**src/rtl/cov_mac_pe.sv**
```systemverilog
// Covariance processing element: forwards operands systolically and accumulates
// framed dot products with signed/unsigned modes, overflow handling and framing checks.
//
// state | meaning
// ------+---------------------------------------------------------------
// IDLE  | no vector open; only a first-marked product is accepted
// ACCUM | vector open; products are summed until a last-marked product
module cov_mac_pe #(
    parameter int DATA_WIDTH = 8,
    parameter int ACC_WIDTH  = 24,
    parameter int SATURATE   = 1
) (
    input  logic                  clk,
    input  logic                  rst,
    input  logic                  in_valid,
    input  logic [DATA_WIDTH-1:0] a_in,
    input  logic [DATA_WIDTH-1:0] b_in,
    input  logic                  first_in,
    input  logic                  last_in,
    input  logic                  signed_mode,
    output logic [DATA_WIDTH-1:0] a_out,
    output logic [DATA_WIDTH-1:0] b_out,
    output logic                  out_valid,
    output logic                  first_out,
    output logic                  last_out,
    output logic                  acc_valid,
    output logic [ACC_WIDTH-1:0]  acc_out,
    output logic                  acc_ovf,
    output logic                  protocol_err
);

    localparam int PW = 2 * DATA_WIDTH;
    localparam int XW = ACC_WIDTH + 1;

    typedef enum logic [0:0] {
        IDLE  = 1'b0,
        ACCUM = 1'b1
    } state_t;

    // systolic forwarding
    always_ff @(posedge clk) begin
        if (rst) begin
            a_out     <= '0;
            b_out     <= '0;
            out_valid <= 1'b0;
            first_out <= 1'b0;
            last_out  <= 1'b0;
        end else begin
            a_out     <= a_in;
            b_out     <= b_in;
            out_valid <= in_valid;
            first_out <= first_in;
            last_out  <= last_in;
        end
    end

    // stage 1: product
    logic          mode_q;
    logic          mode_eff;
    logic [PW-1:0] op_a;
    logic [PW-1:0] op_b;
    logic [PW-1:0] prod_d;

    logic          p_valid;
    logic          p_first;
    logic          p_last;
    logic          p_signed;
    logic [PW-1:0] prod;

    // a first-marked sample uses its own mode; later samples reuse the latched one
    assign mode_eff = first_in ? signed_mode : mode_q;

    always_comb begin
        op_a   = mode_eff ? {{DATA_WIDTH{a_in[DATA_WIDTH-1]}}, a_in} : {{DATA_WIDTH{1'b0}}, a_in};
        op_b   = mode_eff ? {{DATA_WIDTH{b_in[DATA_WIDTH-1]}}, b_in} : {{DATA_WIDTH{1'b0}}, b_in};
        prod_d = op_a * op_b;
    end

    always_ff @(posedge clk) begin
        if (rst) begin
            mode_q   <= 1'b0;
            p_valid  <= 1'b0;
            p_first  <= 1'b0;
            p_last   <= 1'b0;
            p_signed <= 1'b0;
            prod     <= '0;
        end else begin
            p_valid <= in_valid;
            if (in_valid) begin
                prod     <= prod_d;
                p_first  <= first_in;
                p_last   <= last_in;
                p_signed <= mode_eff;
                if (first_in) begin
                    mode_q <= signed_mode;
                end
            end else begin
                p_first <= 1'b0;
                p_last  <= 1'b0;
            end
        end
    end

    // stage 2: accumulate
    state_t               state_q, state_d;
    logic [ACC_WIDTH-1:0] acc_q, acc_d;
    logic                 sticky_q, sticky_d;
    logic                 fin_pend_q, fin_pend_d;
    logic [ACC_WIDTH-1:0] fin_val_q, fin_val_d;
    logic                 fin_ovf_q, fin_ovf_d;
    logic                 err_q, err_d;

    logic [XW-1:0]        prod_x;
    logic [XW-1:0]        acc_x;
    logic [XW-1:0]        sum_x;
    logic                 ovf_step;
    logic [ACC_WIDTH-1:0] sat_val;
    logic [ACC_WIDTH-1:0] acc_step;

    always_comb begin
        prod_x = p_signed ? {{(XW - PW){prod[PW-1]}}, prod} : {{(XW - PW){1'b0}}, prod};
        acc_x  = p_signed ? {acc_q[ACC_WIDTH-1], acc_q} : {1'b0, acc_q};
        sum_x  = acc_x + prod_x;
        if (p_signed) begin
            ovf_step = sum_x[XW-1] ^ sum_x[XW-2];
            sat_val  = sum_x[XW-1] ? {1'b1, {(ACC_WIDTH - 1){1'b0}}}
                                   : {1'b0, {(ACC_WIDTH - 1){1'b1}}};
        end else begin
            // unsigned sums can only overflow upward
            ovf_step = sum_x[XW-1];
            sat_val  = {ACC_WIDTH{1'b1}};
        end
        acc_step = (ovf_step && (SATURATE != 0)) ? sat_val : sum_x[ACC_WIDTH-1:0];
    end

    always_comb begin
        state_d    = state_q;
        acc_d      = acc_q;
        sticky_d   = sticky_q;
        fin_pend_d = 1'b0;
        fin_val_d  = fin_val_q;
        fin_ovf_d  = fin_ovf_q;
        err_d      = 1'b0;
        if (p_valid) begin
            if (p_first) begin
                // a first while a vector is open abandons the open vector
                err_d    = (state_q == ACCUM);
                acc_d    = prod_x[ACC_WIDTH-1:0];
                sticky_d = 1'b0;
                if (p_last) begin
                    fin_pend_d = 1'b1;
                    fin_val_d  = prod_x[ACC_WIDTH-1:0];
                    fin_ovf_d  = 1'b0;
                    state_d    = IDLE;
                end else begin
                    state_d = ACCUM;
                end
            end else if (state_q == IDLE) begin
                err_d = 1'b1;
            end else begin
                acc_d    = acc_step;
                sticky_d = sticky_q | ovf_step;
                if (p_last) begin
                    fin_pend_d = 1'b1;
                    fin_val_d  = acc_step;
                    fin_ovf_d  = sticky_q | ovf_step;
                    state_d    = IDLE;
                end
            end
        end
    end

    always_ff @(posedge clk) begin
        if (rst) begin
            state_q    <= IDLE;
            acc_q      <= '0;
            sticky_q   <= 1'b0;
            fin_pend_q <= 1'b0;
            fin_val_q  <= '0;
            fin_ovf_q  <= 1'b0;
            err_q      <= 1'b0;
        end else begin
            state_q    <= state_d;
            acc_q      <= acc_d;
            sticky_q   <= sticky_d;
            fin_pend_q <= fin_pend_d;
            fin_val_q  <= fin_val_d;
            fin_ovf_q  <= fin_ovf_d;
            err_q      <= err_d;
        end
    end

    // result/report registers
    always_ff @(posedge clk) begin
        if (rst) begin
            acc_valid    <= 1'b0;
            acc_out      <= '0;
            acc_ovf      <= 1'b0;
            protocol_err <= 1'b0;
        end else begin
            acc_valid    <= fin_pend_q;
            protocol_err <= err_q;
            if (fin_pend_q) begin
                acc_out <= fin_val_q;
                acc_ovf <= fin_ovf_q;
            end
        end
    end

endmodule
```
**config.mk**
```make
export PLATFORM = sky130hd
export DESIGN_NAME = cov_mac_pe
export DESIGN_NICKNAME = d
export VERILOG_FILES = /design/src/rtl/cov_mac_pe.sv
export SDC_FILE = /design/constraint.sdc
export NUM_CORES = 1
export LEC_CHECK = 0
export CAP_MARGIN = 20
export CORE_MARGIN = 5
export CORE_UTILIZATION = 40
export CTS_CLUSTER_SIZE = 25
export DETAILED_ROUTE_END_ITERATION = 10
export PLACE_DENSITY = 0.69
export SLEW_MARGIN = 5
export SYNTH_ARGS = -nofsm -noshare
export SYNTH_HDL_FRONTEND = slang
export SYNTH_SLANG_ARGS = --single-unit
```
**constraint.sdc**
```tcl
create_clock -name clk -period 8.3 [get_ports clk]
set_input_delay 2.075 -clock clk [delete_from_list [all_inputs] [get_ports clk]]
set_output_delay 2.075 -clock clk [all_outputs]
set_load 0.02 [all_outputs]
```
Yosys cells after proc, flatten, opt, wreduce, memory -nomap -nowiden
Index checks and enable logic that the tools add are counted.

Flip-flop bits (word level): 118. Output and inout port bits: 46. Input port bits: 22.

Reduce and logical (&&, ||, !) cells: 5. Multiply operators: 1. $add $sub $neg: 1. Multiplexer cells: 29. Bitwise operators: 4.

Operators by type and width (number): $mux W24 (9); $mux W25 (2); $mux W16 (2); $add A25 B25 Y25 (1); $mul A16 B16 Y16 (1); $mux W1 (16); $reduce_or A2 Y1 (2); $reduce_and A3 Y1 (1); $not A1 Y1 (2); $reduce_and A2 Y1 (1); $reduce_bool A2 Y1 (1); $or A1 B1 Y1 (1); $xor A1 B1 Y1 (1).

Logic depth before layout (Yosys ltp)
Gate-level depths: netlist of the first run.

Depth in word-level cells: 8. Mapped depth: 25. Mapped depth without buffers: 25.

Worst setup path after synthesis of the first run
No wires, ideal clock.

Path type: input to register. From: input first_in. To: register prod[15]. Library setup time: 114 ps. Arrival: 7251 ps. Path buffers: 0. Stages: 20. Setup slack: 935 ps. Cell sequence: o21a_2 nor2b_1 nand2_1 fa_1 fa_1 fa_1 inv_1 fa_1 inv_1 fa_1 fa_1 xnor2_1 xnor2_1 xnor2_1 xnor2_1 xnor2_1 xnor3_1 xnor2_1 xnor2_1 a21o_1.

Longest elaborated chain between the ends: 3. Elaborated cells between the ends (all ways): 4.

Ends and longest elaborated chain: start: declaration (line 18) `input logic first_in,`; $mux W1 (*); $mux W16 (on tied branches) (line 74, 75); $mul A16 B16 Y16 (*) (line 76) `prod_d = op_a * op_b;`; end signal: assignment (line 90) `prod <= prod_d;`; end: declaration (line 68) `logic [PW-1:0] prod;`.

Every way passes the cells marked *; elsewhere a longest branch is shown, timed or not. A chain may end at the register's enable or synchronous reset.

Worst setup path in the final report of the first run
Ends and elaborated chain as after synthesis.

==> results of run 1 <==
-- cell usage in the layout (no fill, tap or decap), types with 9 or more instances in the layout --
cell	instances
inv_1	130
dfxtp_1	118
nor2_1	112
ha_1	79
fa_1	69
nand2_1	68
clkdlybuf4s50_1	66
a21oi_1	61
and2_1	47
xnor2_1	46
mux2i_1	37
nand3_1	32
nor2b_1	25
a32oi_1	23
buf_4	23
o31ai_1	19
clkbuf_16	17
xor2_1	11
nand2b_1	11
and3_1	10
a21o_1	10
o21ai_0	9
a211oi_1	9
a22o_1	9
-- where the power goes --
part           total [W]  leakage [nW]  switching [W]  internal, W
Clock           0.000755         0.289       0.000297     0.000458
Combinational    0.00111          3.64       0.000609     0.000499
Sequential      0.000628         0.960      0.0000300     0.000597
-- kinds of logic (layout without fill, tap and decap cells) --
| group | Yosys count | count (layout) | share of synthesized area, % |
|---|---|---|---|
| AND/OR/NAND/NOR | 344 | 344 | 17.7 |
| AO/OA/AOI/OAI | 211 | 211 | 15.9 |
| buffers and inverters | 191 | 255 | 7.91 |
| adder cells (fa/ha/maj) | 148 | 148 | 24.4 |
| flip-flops | 118 | 118 | 24.3 |
| XOR/XNOR | 60 | 60 | 5.94 |
| multiplexers | 37 | 37 | 3.82 |
-- final cells by class --
cell class	instances	share of cell area, %
inverter	132	4.38
multi-input combinational	800	58.1
clock buffer	18	3.88
clock inverter	14	1.44
tap	324	3.58
sequential	118	20.9
timing repair buffer	91	7.71
-- stage by stage --
step           setup slack (ps)  area, µm²
2_1_floorplan               935       9710
4_1_cts                     672      11300
3_5_place_dp                263      10700
3_3_place_gp                379      10700
5_1_grt                     378      11300
6_report                    718      11300
-- flip-flops by register name, indices dropped and copies added (netlist names), 8 cells and up --
register,flops
acc_q,24
a_out,8
prod,16
fin_val_q,24
acc_out,24
b_out,8
-- worst paths after layout --
check                           slack [ps]                 startpoint                   endpoint
worst max-delay path                   720                   first_in      prod[15]$_SDFFE_PP0P_
worst min-delay path                   460  fin_val_q[2]$_SDFFE_PP0P_  fin_val_q[2]$_SDFFE_PP0P_
worst max register to register        2200      p_signed$_SDFFE_PP0P_      prod[15]$_SDFFE_PP0P_
worst min register to register         460  fin_val_q[2]$_SDFFE_PP0P_  fin_val_q[2]$_SDFFE_PP0P_
-- routing by layer --
metal  vias up  global-route usage, %
li1       3855                      -
met1      3651                   24.4
met2       236                   28.2
met3        26                   3.55
met4         2                   4.09
met5         -                      0
-- worst max-delay path, delay by kind of cell --
kind	cells	cell delay [ps]
AO/OA/AOI/OAI	2	330
XOR/XNOR	8	1430
buffers and inverters	5	1020
AND/OR/NAND/NOR	2	320
adder cells (fa/ha/maj)	6	2690
==> impl_metrics.toml, run 1 <==
[outcome]
status = "complete, no violations"

[floorplan]
die_w_um = 166
start_util_pct = 40.3
rows = 57
die_height_um = 166
die-area_mm2 = 0.0275
io_pins = 68
core-area_mm2 = 0.0241

[clock_tree]
clk_latency_ps = 410
cts_setup_buffers = 0
path_clk_slew_ps = 70
cts_resized = 0
cts-root-buf = "clkbuf_16"
cts.hold.buffers_added = 0
cts_tree = "yes"
cts_made_buffers = 17
cts_max_level = 4
cts.sinks = 118
clock_path_buffers = 2

[critical_path]
crit_chain = "clkdlybuf4s50_1 > nand2_1 > o21ai_1 > buf_4 > and3_1 > ha_1 > inv_1 > fa_1 > fa_1 > inv_1 > fa_1 > inv_1 > fa_1 > fa_1 > xnor2_1 > xnor2_1 > xnor2_1 > xnor2_1 > xnor2_1 > xnor3_1 > xnor2_1 > xnor2_1 > a21o_1"
critPathKind = "input pin to flop"
worst_setup_path_start_kind = "input pin"
crit_path_max_fanout = 7
required_ps = 8610
cp_slowest_cell = "fa_1"
critPathMaxStageDelay_ps = 530
arrival_ps = 7890
cpMostUsedCell = "xnor2_1"
cp-end-kind = "flop"
rr_worst_depth = 21

[logic_synthesis]
synth_edf_count = 0
async_flop_share_pct = 0
synthCells = 1109
synthFlopType = "dfxtp_1"
yosysMostFrequentCell = "inv_1"
synth_area_leaders = "dfxtp_1 24%, fa_1 14%, ha_1 10%, inv_1 5.0%, nor2_1 4.3%"
synth_top_cell_by_area = "dfxtp_1"
ys_seq_area_share_pct = 24.3
synth_fp_nets = 1279
synth_top_area_share_pct = 24.3
synth_warnings = 0
synth.distinct_cells = 78
yosys-top-cells-count = "130 x inv_1, 118 x dfxtp_1, 112 x nor2_1"
ys_ff_latch = 118
syn-cell-area_mm2 = 0.00971
syn_area_per_cell_um2 = 8.75

[global_routing]
grt_antenna_before_repair = 1
grt_pass1_vias = 7984
gr-total-overflow = 0
grt_pass1_wl_um = 40900
grtUsageTotal_pct = 17.5
grt_max_degree = 80

[timing]
period_needed_ps = 7580
hold_viol = 0
fin_setup_tns_ps = 0
period_share_pct = 91.3
setup_violations = 0
worst_pin_slew_ps = 1080
relSlewSlack_pct = 28.2
rsz0062_at_grt = "no"
max_freq_mhz = 132
final_max_slew_viol_count = 0
whs_ps = 463
finClkSkew_ps = 14.1

[drt]
ant_nets = 0
top_layer_used = "met5"
first_iter_violations = 514
wl_per_cell_um = 15.6
route.met2.wl_um = 10500
wl_met1_um = 11200
drtPass1Iterations = 5
wl_met3_um = 1340
route.detailed.drc = 0
viasPerCell = 5.19
routed_wl_um = 23300
vias = 7770

[placement]
dp.cells = 1464
place.gp.congestion = 0.911
port_buffers = 67
hpwlAfterDp_um = 17600

[power]
totalPowerFinal_w = 0.00249
leakage_nw = 4.88
p_per_area_mw_per_mm2 = 220
peakVddDrop_mv = 0.138

[hold_path]
hold_path_class = "flop to flop"
whs_path_depth = 2

[layout]
nFillCells = 2339
multi_input_area_mm2 = 0.00658
antennaDiodeCount = 0
fin_cells = 1497
utilization_pct = 46.9
drive_above_1_share_pct = 7.59
layout.nets = 1330
seq_area_mm2 = 0.00236
area_delta_synth_final_pct = 16.6

[flow_run]
drv_cap = 0
(Power assumes the default switching activity.)
==> run 2: changes to the inputs <==
Settings changed: DONT_BUFFER_PORTS set to 1, PLACE_DENSITY 0.69 to 0.65.
==> impl_metrics.toml, run 2 (synthesis results as in run 1) <==
[critical_path]
crit_chain = "o21ai_1 > and3_1 > inv_1 > fa_1 > fa_1 > fa_1 > inv_1 > fa_1 > inv_1 > fa_1 > fa_1 > xnor2_1 > xnor2_1 > xnor2_1 > xnor2_1 > xnor2_1 > xnor3_1 > xnor2_1 > xnor2_1 > a21o_1"
cp-end-kind = "flop"
arrival_ps = 7610
startpoint = "first_in"
cp_slowest_cell = "fa_1"
path_delay_family = "adder cells"
crit_buf_inv = 3
cpMostUsedCell = "xnor2_1"
required_ps = 8600
worst_setup_path_start_kind = "input pin"
worstReg2RegEnd = "prod[15]$_SDFFE_PP0P_"
rr_worst_depth = 21
r2r-start = "p_signed$_SDFFE_PP0P_"
critPathMaxStageDelay_ps = 570
reg2reg_slack_ps = 1960
crit_path_max_fanout = 8
critPathKind = "input pin to flop"

[clock_tree]
cts_setup_buffers = 0
cts_resized = 0
cts.sinks = 118
clock_path_buffers = 2
cts.hold.buffers_added = 0
clk_latency_ps = 420
cts-root-buf = "clkbuf_16"
cts_made_buffers = 17
path_clk_slew_ps = 60
cts_tree = "yes"
cts_max_level = 4

[timing]
setup_violations = 0
rsz0062_at_grt = "no"
layout_setup_ws_ps = 997
period_share_pct = 88.0
relSlewSlack_pct = 40.2
max_freq_mhz = 137
finClkSkew_ps = 19.6
fin_setup_tns_ps = 0
period_needed_ps = 7300
final_max_slew_viol_count = 0
worst_pin_slew_ps = 897
hold_viol = 0

[floorplan]
rows = 57
die_height_um = 166
core-area_mm2 = 0.0241
start_util_pct = 40.3
die_w_um = 166
io_pins = 68
die-area_mm2 = 0.0275

[power]
power.switching_w = 0.000898
clockPowerShare_pct = 30.5
p_comb_share_pct = 43.4
power.internal_w = 0.00153
peakVddDrop_mv = 0.155
p_sw_share_pct = 37.0
p_per_area_mw_per_mm2 = 232
seqPwrFrac_pct = 26.1
leakage_nw = 4.53

[layout]
layout.nets = 1245
design_area_mm2 = 0.0105
final_common_cell = "inv_1"
antennaDiodeCount = 0
area_delta_synth_final_pct = 7.84
final_cell_mix = "130 x inv_1, 118 x dfxtp_1, 112 x nor2_1"
top_regs = "acc_out (24), acc_q (24), fin_val_q (24)"
drive_above_1_share_pct = 6.26

[drt]
route.detailed.drc = 0
wl_per_cell_um = 16.7
viasPerCell = 5.31
ant_nets = 0
drtPass1Iterations = 7
first_iter_violations = 420
routed_wl_um = 23500
vias = 7490

[placement]
post_dp_cell_area_mm2 = 0.00989
port_buffers = 0
place.gp.congestion = 0.908
hpwlAfterDp_um = 17100
dp_slack_ps = 555

[outcome]
status = "complete, no violations"

[hold_path]
whs_path_depth = 2
hold_path_class = "flop to flop"
min_from = "fin_val_q[19]$_SDFFE_PP0P_"
hold_end = "fin_val_q[19]$_SDFFE_PP0P_"

[global_routing]
grt_antenna_before_repair = 0
grt_pass1_wl_um = 39500
grt_pass1_vias = 7450
gr-total-overflow = 0
grt_max_degree = 99
grtUsageTotal_pct = 17.2

[flow_run]
drv_cap = 0
[run 2: cell type report]
class                   count  area [µm²]
fillers                  2415       13600
multi-input cells         800        6580
flip-flops and latches    118        2360
inverters                 132         495
clock buffers              19         453
well taps                 324         405
clock inverters            11         126
repair buffers              6        48.8
[run 2: per-layer routing]
layer,wire (µm),part of all wire (%),global-route usage (%),vias up
li1,-,-,-,3667
met1,11200,48,23.4,3610
met2,10800,46,28.1,202
met3,1360,5.8,4.02,11
met4,134,0.57,3.55,0
met5,0,0,0,-
[run 2: metrics by stage]
stage | power (W) | hold slack, ps | instances | utilization, %
after global routing | 0.00263 | 477 | 1410 | 43.4
final | 0.00243 | 457 | 1410 | 43.4
after detailed placement | 0.00170 | 449 | 1380 | 41.0
after global placement | 0.00168 | 442 | 1379 | 41.0
after floorplan | 0.00153 | 414 | 1109 | -
after CTS | 0.00245 | 457 | 1410 | 43.4
[run 2: power groups by stage]
stage / sequential [W] / clock (W) / combinational [W]
floorplan: 0.000631 / 0 / 0.000900
global placement: 0.000645 / 0 / 0.00104
detailed placement: 0.000646 / 0 / 0.00106
CTS: 0.000634 / 0.000751 / 0.00107
global route: 0.000639 / 0.000781 / 0.00121
finish: 0.000635 / 0.000741 / 0.00105
[run 2: how the worst max path moves through the flow]
stage	endpoint	cells past startpoint
after global routing	prod[15]$_SDFFE_PP0P_	20
after CTS	prod[15]$_SDFFE_PP0P_	20
final	prod[15]$_SDFFE_PP0P_	20
after floorplan	prod[15]$_SDFFE_PP0P_	20
after global placement	prod[15]$_SDFFE_PP0P_	20
after detailed placement	prod[15]$_SDFFE_PP0P_	20
[run 2: tightest hold or removal path, stage by stage, from the launching register on]
cell and delay, ps:
dfxtp_1 320, nand2_1 50, o21ai_1 50
